<file path="src/rtl/alu_issue_stage.sv">
// alu_issue_stage
//
// Issue/capture stage that sits in front of the 16-bit combinational ALU in
// the multi-cycle datapath. One operation is taken per request handshake. The
// stage picks the operands, registers them with the opcode for the ALU, waits
// one cycle for the ALU to settle, then captures the result (and the branch
// decision) and holds it on the result handshake until the consumer takes it.
//
// Ports
//   clk            single clock, rising edge
//   rst_n          asynchronous active-low reset
//   req_valid      request present
//   req_ready      stage can accept a request (high only in IDLE)
//   req_funct      0 ADD,1 SUB,2 SLL,3 SRL,4 OR,5 AND,6 BEQ,7 BNE, 8-15 illegal
//   req_srca_sel   0: A = rs1, 1: A = pc
//   req_srcb_sel   0: B = rs2, 1: B = imm
//   rs1, rs2       register-file read data
//   imm            sign-extended immediate
//   pc             current PC
//   alu_a, alu_b   registered ALU operands
//   alu_op         registered ALU opcode (0-5)
//   alu_out        ALU result
//   alu_zero       ALU zero flag
//   res_valid      result held valid
//   res_ready      consumer accepts result
//   res_data       captured result
//   res_taken      branch taken (BEQ/BNE only)
//   res_err        request carried an illegal funct

module alu_issue_stage #(
  parameter int WIDTH      = 16,
  parameter int SHAMT_BITS = 4
) (
  input  logic             clk,
  input  logic             rst_n,
  input  logic             req_valid,
  output logic             req_ready,
  input  logic [3:0]       req_funct,
  input  logic             req_srca_sel,
  input  logic             req_srcb_sel,
  input  logic [WIDTH-1:0] rs1,
  input  logic [WIDTH-1:0] rs2,
  input  logic [WIDTH-1:0] imm,
  input  logic [WIDTH-1:0] pc,
  output logic [WIDTH-1:0] alu_a,
  output logic [WIDTH-1:0] alu_b,
  output logic [2:0]       alu_op,
  input  logic [WIDTH-1:0] alu_out,
  input  logic             alu_zero,
  output logic             res_valid,
  input  logic             res_ready,
  output logic [WIDTH-1:0] res_data,
  output logic             res_taken,
  output logic             res_err
);

  localparam logic [2:0] OP_ADD = 3'd0;
  localparam logic [2:0] OP_SUB = 3'd1;
  localparam logic [2:0] OP_SLL = 3'd2;
  localparam logic [2:0] OP_SRL = 3'd3;
  localparam logic [2:0] OP_OR  = 3'd4;
  localparam logic [2:0] OP_AND = 3'd5;

  typedef enum logic [1:0] {
    IDLE = 2'd0,
    EXEC = 2'd1,
    DONE = 2'd2
  } state_t;

  state_t state;
  state_t state_next;

  logic             accept;
  logic [WIDTH-1:0] src_a;
  logic [WIDTH-1:0] src_b;
  logic [WIDTH-1:0] shamt_b;

  logic [2:0] dec_op;
  logic       dec_shift;
  logic       dec_branch;
  logic       dec_bne;
  logic       dec_err;

  logic       kind_branch;
  logic       kind_bne;
  logic       kind_err;

  // Only IDLE takes new work, so the request side is ready exactly there.
  // A request that arrives while an op is in flight just waits on the requester.
  assign req_ready = (state == IDLE);
  assign accept    = req_valid & req_ready;

  // Operand muxes. Shifts only look at the low SHAMT_BITS of B, so the upper
  // bits are cleared before the operand reaches the ALU.
  assign src_a   = req_srca_sel ? pc  : rs1;
  assign src_b   = req_srcb_sel ? imm : rs2;
  assign shamt_b = {{(WIDTH-SHAMT_BITS){1'b0}}, src_b[SHAMT_BITS-1:0]};

  // Translate the request funct into an ALU opcode plus the flags needed later
  // to interpret the result. Branches compare by subtracting; illegal codes
  // still run an ADD so the handshake completes, but the result is masked off.
  always_comb begin
    dec_op     = OP_ADD;
    dec_shift  = 1'b0;
    dec_branch = 1'b0;
    dec_bne    = 1'b0;
    dec_err    = 1'b0;
    case (req_funct)
      4'd0: dec_op = OP_ADD;
      4'd1: dec_op = OP_SUB;
      4'd2: begin dec_op = OP_SLL; dec_shift = 1'b1; end
      4'd3: begin dec_op = OP_SRL; dec_shift = 1'b1; end
      4'd4: dec_op = OP_OR;
      4'd5: dec_op = OP_AND;
      4'd6: begin dec_op = OP_SUB; dec_branch = 1'b1; end
      4'd7: begin dec_op = OP_SUB; dec_branch = 1'b1; dec_bne = 1'b1; end
      default: begin dec_op = OP_ADD; dec_err = 1'b1; end
    endcase
  end

  // State register. Reset can land at any point, including mid-operation,
  // and simply abandons whatever was in flight.
  always_ff @(posedge clk or negedge rst_n) begin
    if (!rst_n) begin
      state <= IDLE;
    end else begin
      state <= state_next;
    end
  end

  // Next-state logic: accept -> one settle cycle in EXEC -> hold in DONE
  // until the consumer takes the result.
  always_comb begin
    state_next = state;
    case (state)
      IDLE:    if (accept)    state_next = EXEC;
      EXEC:                   state_next = DONE;
      DONE:    if (res_ready) state_next = IDLE;
      default:                state_next = IDLE;
    endcase
  end

  // Datapath registers. ALU inputs are loaded on accept and then left alone
  // until the next accept. The result is captured at the end of EXEC, when the
  // combinational ALU has had a full cycle to settle. Draining only drops
  // res_valid; the captured values stay visible.
  always_ff @(posedge clk or negedge rst_n) begin
    if (!rst_n) begin
      alu_a       <= '0;
      alu_b       <= '0;
      alu_op      <= OP_ADD;
      kind_branch <= 1'b0;
      kind_bne    <= 1'b0;
      kind_err    <= 1'b0;
      res_valid   <= 1'b0;
      res_data    <= '0;
      res_taken   <= 1'b0;
      res_err     <= 1'b0;
    end else begin
      if (accept) begin
        alu_a       <= src_a;
        alu_b       <= dec_shift ? shamt_b : src_b;
        alu_op      <= dec_op;
        kind_branch <= dec_branch;
        kind_bne    <= dec_bne;
        kind_err    <= dec_err;
      end
      if (state == EXEC) begin
        res_valid <= 1'b1;
        res_data  <= kind_err ? '0 : alu_out;
        res_taken <= kind_branch & (kind_bne ? ~alu_zero : alu_zero);
        res_err   <= kind_err;
      end else if ((state == DONE) && res_ready) begin
        res_valid <= 1'b0;
      end
    end
  end

endmodule

</file>
<file path="config.mk">
export PLATFORM = sky130hd
export DESIGN_NAME = alu_issue_stage
export DESIGN_NICKNAME = d
export VERILOG_FILES = /design/src/rtl/alu_issue_stage.sv
export SDC_FILE = /design/constraint.sdc
export NUM_CORES = 1
export LEC_CHECK = 0
export BUFFER_PORTS_ARGS = -buffer_cell sky130_fd_sc_hd__buf_4
export CAP_MARGIN = 20
export CORE_MARGIN = 4
export CORE_UTILIZATION = 48
export CTS_BUF_LIST = sky130_fd_sc_hd__clkbuf_16
export DETAILED_ROUTE_END_ITERATION = 8
export PLACE_DENSITY_LB_ADDON = 0.2
export SYNTH_ARGS = -nofsm -noshare
export SYNTH_HDL_FRONTEND = slang
export SYNTH_SLANG_ARGS = --single-unit
</file>
<file path="constraint.sdc">
create_clock -name clk -period 2.3 [get_ports clk]
set_clock_uncertainty 0.15 [all_clocks]
set_input_delay 0.46 -clock clk [delete_from_list [all_inputs] [get_ports clk]]
set_output_delay 0.46 -clock clk [all_outputs]
set_load 0.1 [all_outputs]
</file>
==> key figures, run 1 <==
Cells and area
  – Area growth, synth to finish: 52.2%
  – Fill cells: 398
  – Layout cell share with drive strength beyond 1: 48.4%
  – ANT cells: 0
  – Final core area utilization: 75.6%
  – Layout Nets: 483
  – Register area: 1480 sq um
  – Fin area: 4160 sq um
  – Multi-input logic area: 1110 sq um

Floorplanning
  – Effective utilization at floorplan: 49.6%
  – Cell Rows: 27
  – Die area: 6960 sq um
  – Chip Width: 83.5 microns
  – Total core area: 5510 sq um
  – IO Pins: 146
  – Die Y: 83.5 microns

Drt
  – Vias/cell: 4.86
  – Wire length per cell: 14.1 microns
  – Routed WL: 6600 microns
  – Post-route DRC: 0
  – Drt first-iter violations: 85
  – Iteration count of the initial detailed-routing pass: 4
  – Via Count: 2281
  – Final ANT Viol Nets: 0

Yosys
  – Synth cell types: 28
  – Syn nets: 341
  – Seq/Total Area, Yosys: 54.0%
  – Cell Area, Synth: 2730 sq um
  – YS warnings: 0
  – Synth Area per Inst: 10.9 sq um
  – Post-synthesis cell count: 250
  – Number of synthesized register bits: 59

STA
  – Fin. Hold Viols: 0
  – Fmax achieved: 0.521 GHz
  – Unrepaired setup endpoints after global routing: false
  – Minimum clock period: 1.92 ns
  – Final setup fails: 0
  – Final Max Tran Viols: 0
  – Setup TNS: 0 ns
  – Slew headroom: 50.6%
  – Worst hold slack: 0.0616 ns
  – Worst-margin pin slew: 0.741 ns
  – Period utilisation layout: 83.5%

Clocking
  – Clock slew at reported path FFs: 0.05 ns
  – TritonCTS clock tree: built
  – PostCTS Resize Cnt: 0
  – Clk buf depth: 2
  – Clk_lat worst skew: 0.31 ns
  – Clock root buffer: clkbuf_16
  – H-tree depth: 3
  – TritonCTS Sinks: 59
  – Setup Fix Bufs, Post-CTS: 0
  – CTS buffer count: 9
  – Hold bufs inserted after CTS: 0

Worst setup path
  – Setup crit start: state[0]$_DFFE_PN0P_
  – WP data arrival: 1.95 ns
  – Slowest CP cell: or3b_2
  – Flop2flop setup slack: 0.38 ns
  – Worst path required time: 2.33 ns
  – Crit-path cells: or3b_2 > buf_4 > nand2_1 > o21ai_0
  – Worst Setup Start Kind: flip-flop
  – Worst reg2reg path startpoint: state[0]$_DFFE_PN0P_
  – Worst Path Max Fanout: 23
  – Crit Reg-Reg Endpoint: alu_b[1]$_DFFE_PN0P_
  – Reg2reg path depth: 4
  – Critical path endpoint category: flip-flop
  – Worst path max stage delay: 0.74 ns
  – Worst Path Class, Setup: flip-flop to flip-flop

Global route
  – First-pass GRT wire length: 11000 microns
  – GRT overflow: 0
  – Vias in the first global route: 2330
  – Initial antenna violation count: 0
  – Largest net degree at the start of global routing: 60
  – GRT Total Usage: 19.8%

Placement
  – Port Buf Inserts: 145
  – Half-perimeter wire length after placement: 4940 microns
  – GP Congestion: 0.739
  – Placed cell area: 3830 sq um

Job
  – Max Cap Violations: 0

Status
  – Status: finished clean

Hold path
  – Worst min-delay path class: input port to asynchronous set/reset pin
==> worst max path at each step <==
stage	endpoint	slack (ns)	cells past startpoint
after floorplan	req_ready	0.03	1
after global placement	alu_b[4]$_DFFE_PN0P_	0.31	5
after detailed placement	alu_b[1]$_DFFE_PN0P_	0.28	5
after CTS	alu_b[1]$_DFFE_PN0P_	0.37	3
after global routing	alu_b[5]$_DFFE_PN0P_	0.28	4
final	alu_b[1]$_DFFE_PN0P_	0.38	4
==> per-stage QoR <==
stage,std cells,setup WS [ns]
floorplan,250,0.0295
global placement,453,0.312
detailed placement,453,0.283
CTS,469,0.370
global route,469,0.280
finish,469,0.379
==> Yosys cell counts <==
library cell,number,area share [%]
nor2_1,1,0.14
nand2_2,7,1.6
buf_6,2,0.82
dfrtp_1,59,54
buf_2,8,1.5
a21oi_1,3,0.55
or3b_1,1,0.32
o31ai_2,1,0.46
clkbuf_1,4,0.55
a22o_1,1,0.32
inv_1,2,0.27
buf_12,1,0.73
buf_8,1,0.55
clkbuf_2,1,0.18
o41ai_2,1,0.60
nand2_1,47,6.5
o21ai_2,15,4.8
nand2b_1,19,4.3
nand2_4,2,0.82
clkinv_8,1,0.60
mux2i_1,32,12
nor3_2,1,0.37
mux2_2,1,0.41
a21o_1,1,0.27
o21a_1,1,0.27
o21ai_4,1,0.60
xor2_1,1,0.32
o21ai_0,35,6.4
==> final cells by class <==
class | count | area share, %
multi-input combinational | 171 | 26.8
sequential | 59 | 35.5
timing repair buffer | 148 | 27.0
tap | 72 | 2.17
inverter | 3 | 0.571
clock inverter | 7 | 2.56
clock buffer | 9 | 5.41
==> cell families (layout without fill, tap and decap cells) <==
group | count (synthesis) | in the layout | synth area share [%]
AOI/OAI and AO/OA | 59 | 59 | 14.3
muxes | 33 | 33 | 12.1
DFF | 59 | 59 | 54.0
buffers and inverters | 20 | 167 | 5.17
xor gates and xnor gates | 1 | 1 | 0.321
and+or+nand+nor | 78 | 78 | 14.1
==> worst max-delay path, delay by kind of cell (launching register included) <==
kind,cells,cell delay (ns)
AO/OA/AOI/OAI,1,0.09
flip-flops,1,0.41
buffers and inverters,1,0.31
AND/OR/NAND/NOR,2,0.82
==> flip-flops by register name, indices dropped and copies added (netlist names), 2 cells and up <==
name	cells
res_data	16
alu_op	3
alu_b	16
alu_a	16
state	2
==> placed cells by master, fill, tap and decap left out <==
cell and instances:
a21o_1 1, a21oi_1 3, a22o_1 1, buf_12 1, buf_4 147, bufinv_16 3
clkbuf_16 9, clkinv_1 3, clkinv_2 1, clkinv_8 1, dfrtp_1 59, inv_1 2
mux2_2 1, mux2i_1 32, nand2_1 47, nand2_2 7, nand2_4 2, nand2b_1 19
nor2_1 1, nor3_2 1, o21a_1 1, o21ai_0 35, o21ai_2 15, o21ai_4 1
o31ai_2 1, o41ai_2 1, or3b_2 1, xor2_1 1
==> metal layers <==
metal  routed length, microns  vias up  part of all wire, %  global-route usage, %
met3                      585        8                  8.9                   7.31
met4                      103        0                  1.6                   8.77
li1                         -     1136                    -                      -
met1                     2630     1053                   40                   23.6
met2                     3280       84                   50                   32.2
met5                        0        -                    0                      0
Power of run 1 is not shown: default switching activity piles up to over one toggle a cycle in this logic, so the estimate is an artifact.
==> run 2, diff against run 1 <==
--- a/config.mk
+++ b/config.mk
@@ -8,7 +8,7 @@
 export BUFFER_PORTS_ARGS = -buffer_cell sky130_fd_sc_hd__buf_4
 export CAP_MARGIN = 20
 export CORE_MARGIN = 4
-export CORE_UTILIZATION = 48
+export CORE_UTILIZATION = 45
 export CTS_BUF_LIST = sky130_fd_sc_hd__clkbuf_16
 export DETAILED_ROUTE_END_ITERATION = 8
 export PLACE_DENSITY_LB_ADDON = 0.2
==> constraint.sdc (replaced) <==
create_clock -name clk -period 1.95 [get_ports clk]
set_clock_uncertainty 0.15 [all_clocks]
set_input_delay 0.39 -clock clk [delete_from_list [all_inputs] [get_ports clk]]
set_output_delay 0.39 -clock clk [all_outputs]
set_load 0.1 [all_outputs]
==> key figures, run 2 (synthesized netlist as in run 1, its figures left out) <==
Clocking
  – CTS buffer count: 9 (unchanged)
  – TritonCTS clock tree: built
  – PostCTS Resize Cnt: 0 (unchanged)
  – H-tree depth: 3 (unchanged)
  – Clock root buffer: clkbuf_16
  – Clock slew at reported path FFs: 0.05 ns (about the same)
  – Clk_lat worst skew: 0.31 ns (about the same)
  – Hold bufs inserted after CTS: 0 (unchanged)
  – Clk buf depth: 2 (unchanged)
  – TritonCTS Sinks: 59 (unchanged)
  – Setup Fix Bufs, Post-CTS: 0 (unchanged)

Floorplanning
  – Total core area: 5920 sq um (+7.5%)
  – Die Y: 85.9 microns (+3.0%)
  – Cell Rows: 28 (+3.7%)
  – Effective utilization at floorplan: 46.2% (-3.5 points)
  – Chip Width: 85.9 microns (+3.0%)
  – IO Pins: 146 (unchanged)
  – Die area: 7380 sq um (+6.0%)

STA
  – Period utilisation layout: 91.8% (+8.3 points)
  – Final Max Tran Viols: 0 (unchanged)
  – Fmax achieved: 0.559 GHz (+7.3%)
  – Fin. Hold Viols: 3 (+3)
  – Setup TNS: 0 ns (unchanged)
  – Slew headroom: 50.9% (+0.36 points)
  – Final setup fails: 0 (unchanged)
  – Worst-margin pin slew: 0.736 ns (-0.00537 ns)
  – Unrepaired setup endpoints after global routing: false
  – Worst hold slack: -0.00531 ns (-0.0669 ns)
  – Setup WS post-layout: 0.161 ns (-0.219 ns)
  – Minimum clock period: 1.79 ns (-0.131 ns)

Drt
  – Wire length per cell: 13.5 microns (-4.0%)
  – Iteration count of the initial detailed-routing pass: 4 (unchanged)
  – Final ANT Viol Nets: 0 (unchanged)
  – Vias/cell: 4.80 (-1.3%)
  – Post-route DRC: 0 (unchanged)
  – Via Count: 2271 (-0.44%)
  – Routed WL: 6390 microns (-3.2%)
  – Drt first-iter violations: 85 (unchanged)

Worst setup path
  – WP data arrival: 1.86 ns (-0.09 ns)
  – Worst Path Max Fanout: 41 (+78%)
  – Worst path required time: 2.03 ns (-0.30 ns)
  – Crit-path cells: or3b_2 > buf_12 > clkinv_8 > o21ai_4 > o21ai_0
  – Worst Path Class, Setup: flip-flop to flip-flop
  – Worst path max stage delay: 0.53 ns (-0.21 ns)
  – Slowest CP cell: or3b_2
  – Critical path endpoint category: flip-flop
  – Worst Setup Start Kind: flip-flop

Placement
  – Pre-CTS setup slack: 0.128 ns (-0.155 ns)
  – Port Buf Inserts: 145 (unchanged)
  – Half-perimeter wire length after placement: 4820 microns (-2.6%)
  – GP Congestion: 0.734 (-0.70%)
  – Placed cell area: 3840 sq um (+0.36%)

Global route
  – Initial antenna violation count: 0 (unchanged)
  – GRT Total Usage: 18.2% (-1.6 points)
  – Largest net degree at the start of global routing: 60 (unchanged)
  – First-pass GRT wire length: 10700 microns (-2.8%)
  – Vias in the first global route: 2290 (-1.7%)
  – GRT overflow: 0 (unchanged)

Cells and area
  – Commonest cells after routing, fill and taps aside: buf_4 (148), dfrtp_1 (59), nand2_1 (47), o21ai_0 (35), mux2i_1 (32)
  – Most common cell after layout, fill and taps aside: buf_4
  – Layout Nets: 484 (+0.21%)
  – Layout cell share with drive strength beyond 1: 49.2% (+0.88 points)
  – ANT cells: 0 (unchanged)
  – Top flop regs: alu_a (16), alu_b (16), res_data (16)
  – Area growth, synth to finish: 51.9%
  – Fin area: 4150 sq um (-0.21%)

Status
  – Status: complete, but fails checks
  – Failing checks: negative hold slack

Hold path
  – Worst min-delay path class: input port to asynchronous set/reset pin

Job
  – Max Cap Violations: 0 (unchanged)
run 2: cell count changes in the layout (fill, tap and decap cells not counted), sizes merged:
cell	before	now
buf	148	149
bufinv	3	2
inv	2	3
run 2: per-layer routing:
metal	vias to the layer above	global-route usage, %	part of all wire, %
met2	91	30.1	49
met1	1042	22.4	40
met5	-	0	0
met3	6	5.57	10
met4	0	6.91	1.3
li1	1132	-	-
run 2: cell type report:
cell class / count / area (sq um)
Inverter: 3 / 23.8
Tap cell: 75 / 93.8
Multi-Input combinational cell: 171 / 1120
Fill cell: 477 / 1770
Clock buffer: 9 / 225
Sequential cell: 59 / 1480
Clock inverter: 7 / 83.8
Timing Repair Buffer: 149 / 1130
run 2: worst max-delay path: cells and delay by family, from the launching register on:
family	cells	cell delay, ns
simple gates	1	0.53
flops	1	0.41
compound gates	2	0.33
buf+inv	2	0.28
run 2: metrics by stage:
| step | cells | util, % | hold WS (ns) |
|---|---|---|---|
| after floorplan | 250 | - | -0.0556 |
| after global placement | 457 | 64.9 | 0.312 |
| after detailed placement | 457 | 64.9 | 0.319 |
| after CTS | 473 | 70.1 | 0.0265 |
| after global routing | 473 | 70.1 | 0.0595 |
| final | 473 | 70.1 | -0.00531 |
run 2: final timing paths:
path	start	to	slack, ns	cells past startpoint
setup / recovery	state[0]$_DFFE_PN0P_	alu_b[6]$_DFFE_PN0P_	0.16	5
min in group clk	req_funct[1]	alu_op[2]$_DFFE_PN0P_	0.14	2
max in group asynchronous	rst_n	alu_b[5]$_DFFE_PN0P_	1.17	1
setup reg to reg	state[0]$_DFFE_PN0P_	alu_b[6]$_DFFE_PN0P_	0.16	5
hold / removal	rst_n	alu_a[1]$_DFFE_PN0P_	-0.005	1
hold reg to reg	alu_a[4]$_DFFE_PN0P_	alu_a[4]$_DFFE_PN0P_	0.33	2
Power of run 2 is left out for the same reason.
==> run 3, diff against run 2 <==
--- a/config.mk
+++ b/config.mk
@@ -7,8 +7,10 @@
 export LEC_CHECK = 0
 export BUFFER_PORTS_ARGS = -buffer_cell sky130_fd_sc_hd__buf_4
 export CAP_MARGIN = 20
+export CELL_PAD_IN_SITES_DETAIL_PLACEMENT = 0
+export CELL_PAD_IN_SITES_GLOBAL_PLACEMENT = 1
 export CORE_MARGIN = 4
-export CORE_UTILIZATION = 45
+export CORE_UTILIZATION = 33
 export CTS_BUF_LIST = sky130_fd_sc_hd__clkbuf_16
 export DETAILED_ROUTE_END_ITERATION = 8
 export PLACE_DENSITY_LB_ADDON = 0.2
==> key figures, run 3 (synthesized netlist as in run 1, its figures left out) <==
Status
  – Status: finished clean

Drt
  – Met3 WL: 672 microns (+1.4%)
  – Uppermost layer routed: met4
  – M1 WL: 2700 microns (+6.3%)
  – Drt first-iter violations: 38 (-55%)
  – Post-route DRC: 0 (unchanged)
  – Wire length per cell: 12.7 microns (-5.6%)
  – Via Count: 2221 (-2.2%)
  – Wire length on met2: 2920 microns (-5.8%)
  – Routed WL: 6380 microns (about the same)
  – Vias/cell: 4.43 (-7.7%)
  – Final ANT Viol Nets: 0 (unchanged)
  – Iteration count of the initial detailed-routing pass: 4 (unchanged)

Clocking
  – Clk buf depth: 2 (unchanged)
  – TritonCTS Sinks: 59 (unchanged)
  – Clock slew at reported path FFs: 0.05 ns (about the same)
  – Clock root buffer: clkbuf_16
  – H-tree depth: 3 (unchanged)
  – TritonCTS clock tree: built
  – Clk_lat worst skew: 0.31 ns (about the same)
  – CTS buffer count: 9 (unchanged)

Floorplanning
  – Die area: 9800 sq um (+33%)
  – Chip Width: 99 microns (+15%)
  – Die Y: 99 microns (+15%)
  – Total core area: 7890 sq um (+33%)
  – IO Pins: 146 (unchanged)
  – Cell Rows: 32 (+14%)
  – Effective utilization at floorplan: 34.6% (-12 points)

STA
  – Unrepaired setup endpoints after global routing: false
  – Setup TNS: 0 ns (unchanged)
  – Period utilisation layout: 89.8% (-2.0 points)
  – Fmax achieved: 0.571 GHz (+2.2%)
  – Worst-margin pin slew: 0.512 ns (-0.224 ns)
  – Final setup fails: 0 (unchanged)
  – Fin. Hold Viols: 0 (-3)
  – Slew headroom: 65.8% (+15 points)
  – Final Max Tran Viols: 0 (unchanged)
  – Minimum clock period: 1.75 ns (-0.0385 ns)

Worst setup path
  – Flop2flop setup slack: 0.20 ns (+0.04 ns)
  – Critical path endpoint category: flip-flop
  – Worst path required time: 2.01 ns (-0.02 ns)
  – Reg2reg path depth: 3 (-2)
  – WP data arrival: 1.81 ns (-0.05 ns)
  – Worst Path Class, Setup: flip-flop to flip-flop
  – Worst Path Max Fanout: 44 (+7.3%)
  – Worst Setup Start Kind: flip-flop
  – Worst reg2reg path startpoint: state[1]$_DFFE_PN0P_
  – Crit Reg-Reg Endpoint: alu_op[2]$_DFFE_PN0P_

Cells and area
  – Layout cell share with drive strength beyond 1: 48.6% (-0.62 points)
  – Top flop regs: alu_a (16), alu_b (16), res_data (16)
  – Layout Nets: 485 (+0.21%)
  – ANT cells: 0 (unchanged)
  – Area growth, synth to finish: 54.0%
  – Commonest cells after routing, fill and taps aside: buf_4 (147), dfrtp_1 (59), nand2_1 (47), o21ai_0 (35), mux2i_1 (32)
  – Most common cell after layout, fill and taps aside: buf_4

Global route
  – GRT Total Usage: 13.3% (-5.0 points)
  – Vias in the first global route: 2135 (-6.8%)
  – Initial antenna violation count: 0 (unchanged)
  – Largest net degree at the start of global routing: 45 (-25%)
  – GRT overflow: 0 (unchanged)
  – First-pass GRT wire length: 10400 microns (-3.1%)

Placement
  – Port Buf Inserts: 145 (unchanged)
  – GP Congestion: 0.746 (+1.6%)
  – Half-perimeter wire length after placement: 4980 microns (+3.4%)

Job
  – Max Cap Violations: 0 (unchanged)

Hold path
  – Endpoint, Worst Hold: state[1]$_DFFE_PN0P_
  – WHS Path Cells: 2
  – Worst min-delay path class: input port to flip-flop
  – Worst hold start: res_ready
==> run 3: through the flow <==
step	std cells	setup WS, ns	hold slack, ns	cell area, sq um	util [%]
final	501	0.199	0.125	4210	53.3
after global routing	501	0.0807	0.128	4210	53.3
after CTS	501	0.172	0.117	4210	53.3
after detailed placement	484	0.158	0.167	3890	49.3
after global placement	484	0.193	0.169	3890	49.3
after floorplan	250	0.204	-0.0556	2740	-
==> run 3: layer usage <==
metal  global-route usage, %  vias up
met5                       0        -
met4                    6.30        0
met3                    4.53        7
met2                    19.8       88
met1                    17.3      985
li1                        -     1141
==> run 3: worst max path at each step <==
stage | startpoint | to | slack [ns] | cells after the start
CTS | state[0]$_DFFE_PN0P_ | alu_op[2]$_DFFE_PN0P_ | 0.17 | 3
floorplan | state[0]$_DFFE_PN0P_ | req_ready | 0.20 | 1
finish | state[1]$_DFFE_PN0P_ | alu_op[2]$_DFFE_PN0P_ | 0.20 | 3
global placement | req_valid | alu_op[0]$_DFFE_PN0P_ | 0.19 | 4
detailed placement | req_valid | alu_b[3]$_DFFE_PN0P_ | 0.16 | 4
global route | state[1]$_DFFE_PN0P_ | alu_a[2]$_DFFE_PN0P_ | 0.08 | 3
==> run 3: what timing repair did <==
item	CTS	global route
setup buffers	0	0
resized for setup	0	0
hold buffers	1	0
endpoints found under the hold margin	24	0
==> run 3: final cells by class <==
class | instances | area (sq um)
tap | 102 | 128
timing repair buffer | 150 | 1150
clock inverter | 7 | 83.8
inverter | 3 | 23.8
sequential | 59 | 1480
multi-input combinational | 171 | 1120
clock buffer | 9 | 225
fill | 754 | 3680
==> run 3: worst max-delay path, stage by stage, from the launching register on <==
cell and delay, ns:
dfrtp_1 0.43, or3b_2 0.61, buf_12 0.25, o41ai_2 0.20
Power of run 3 is left out for the same reason.
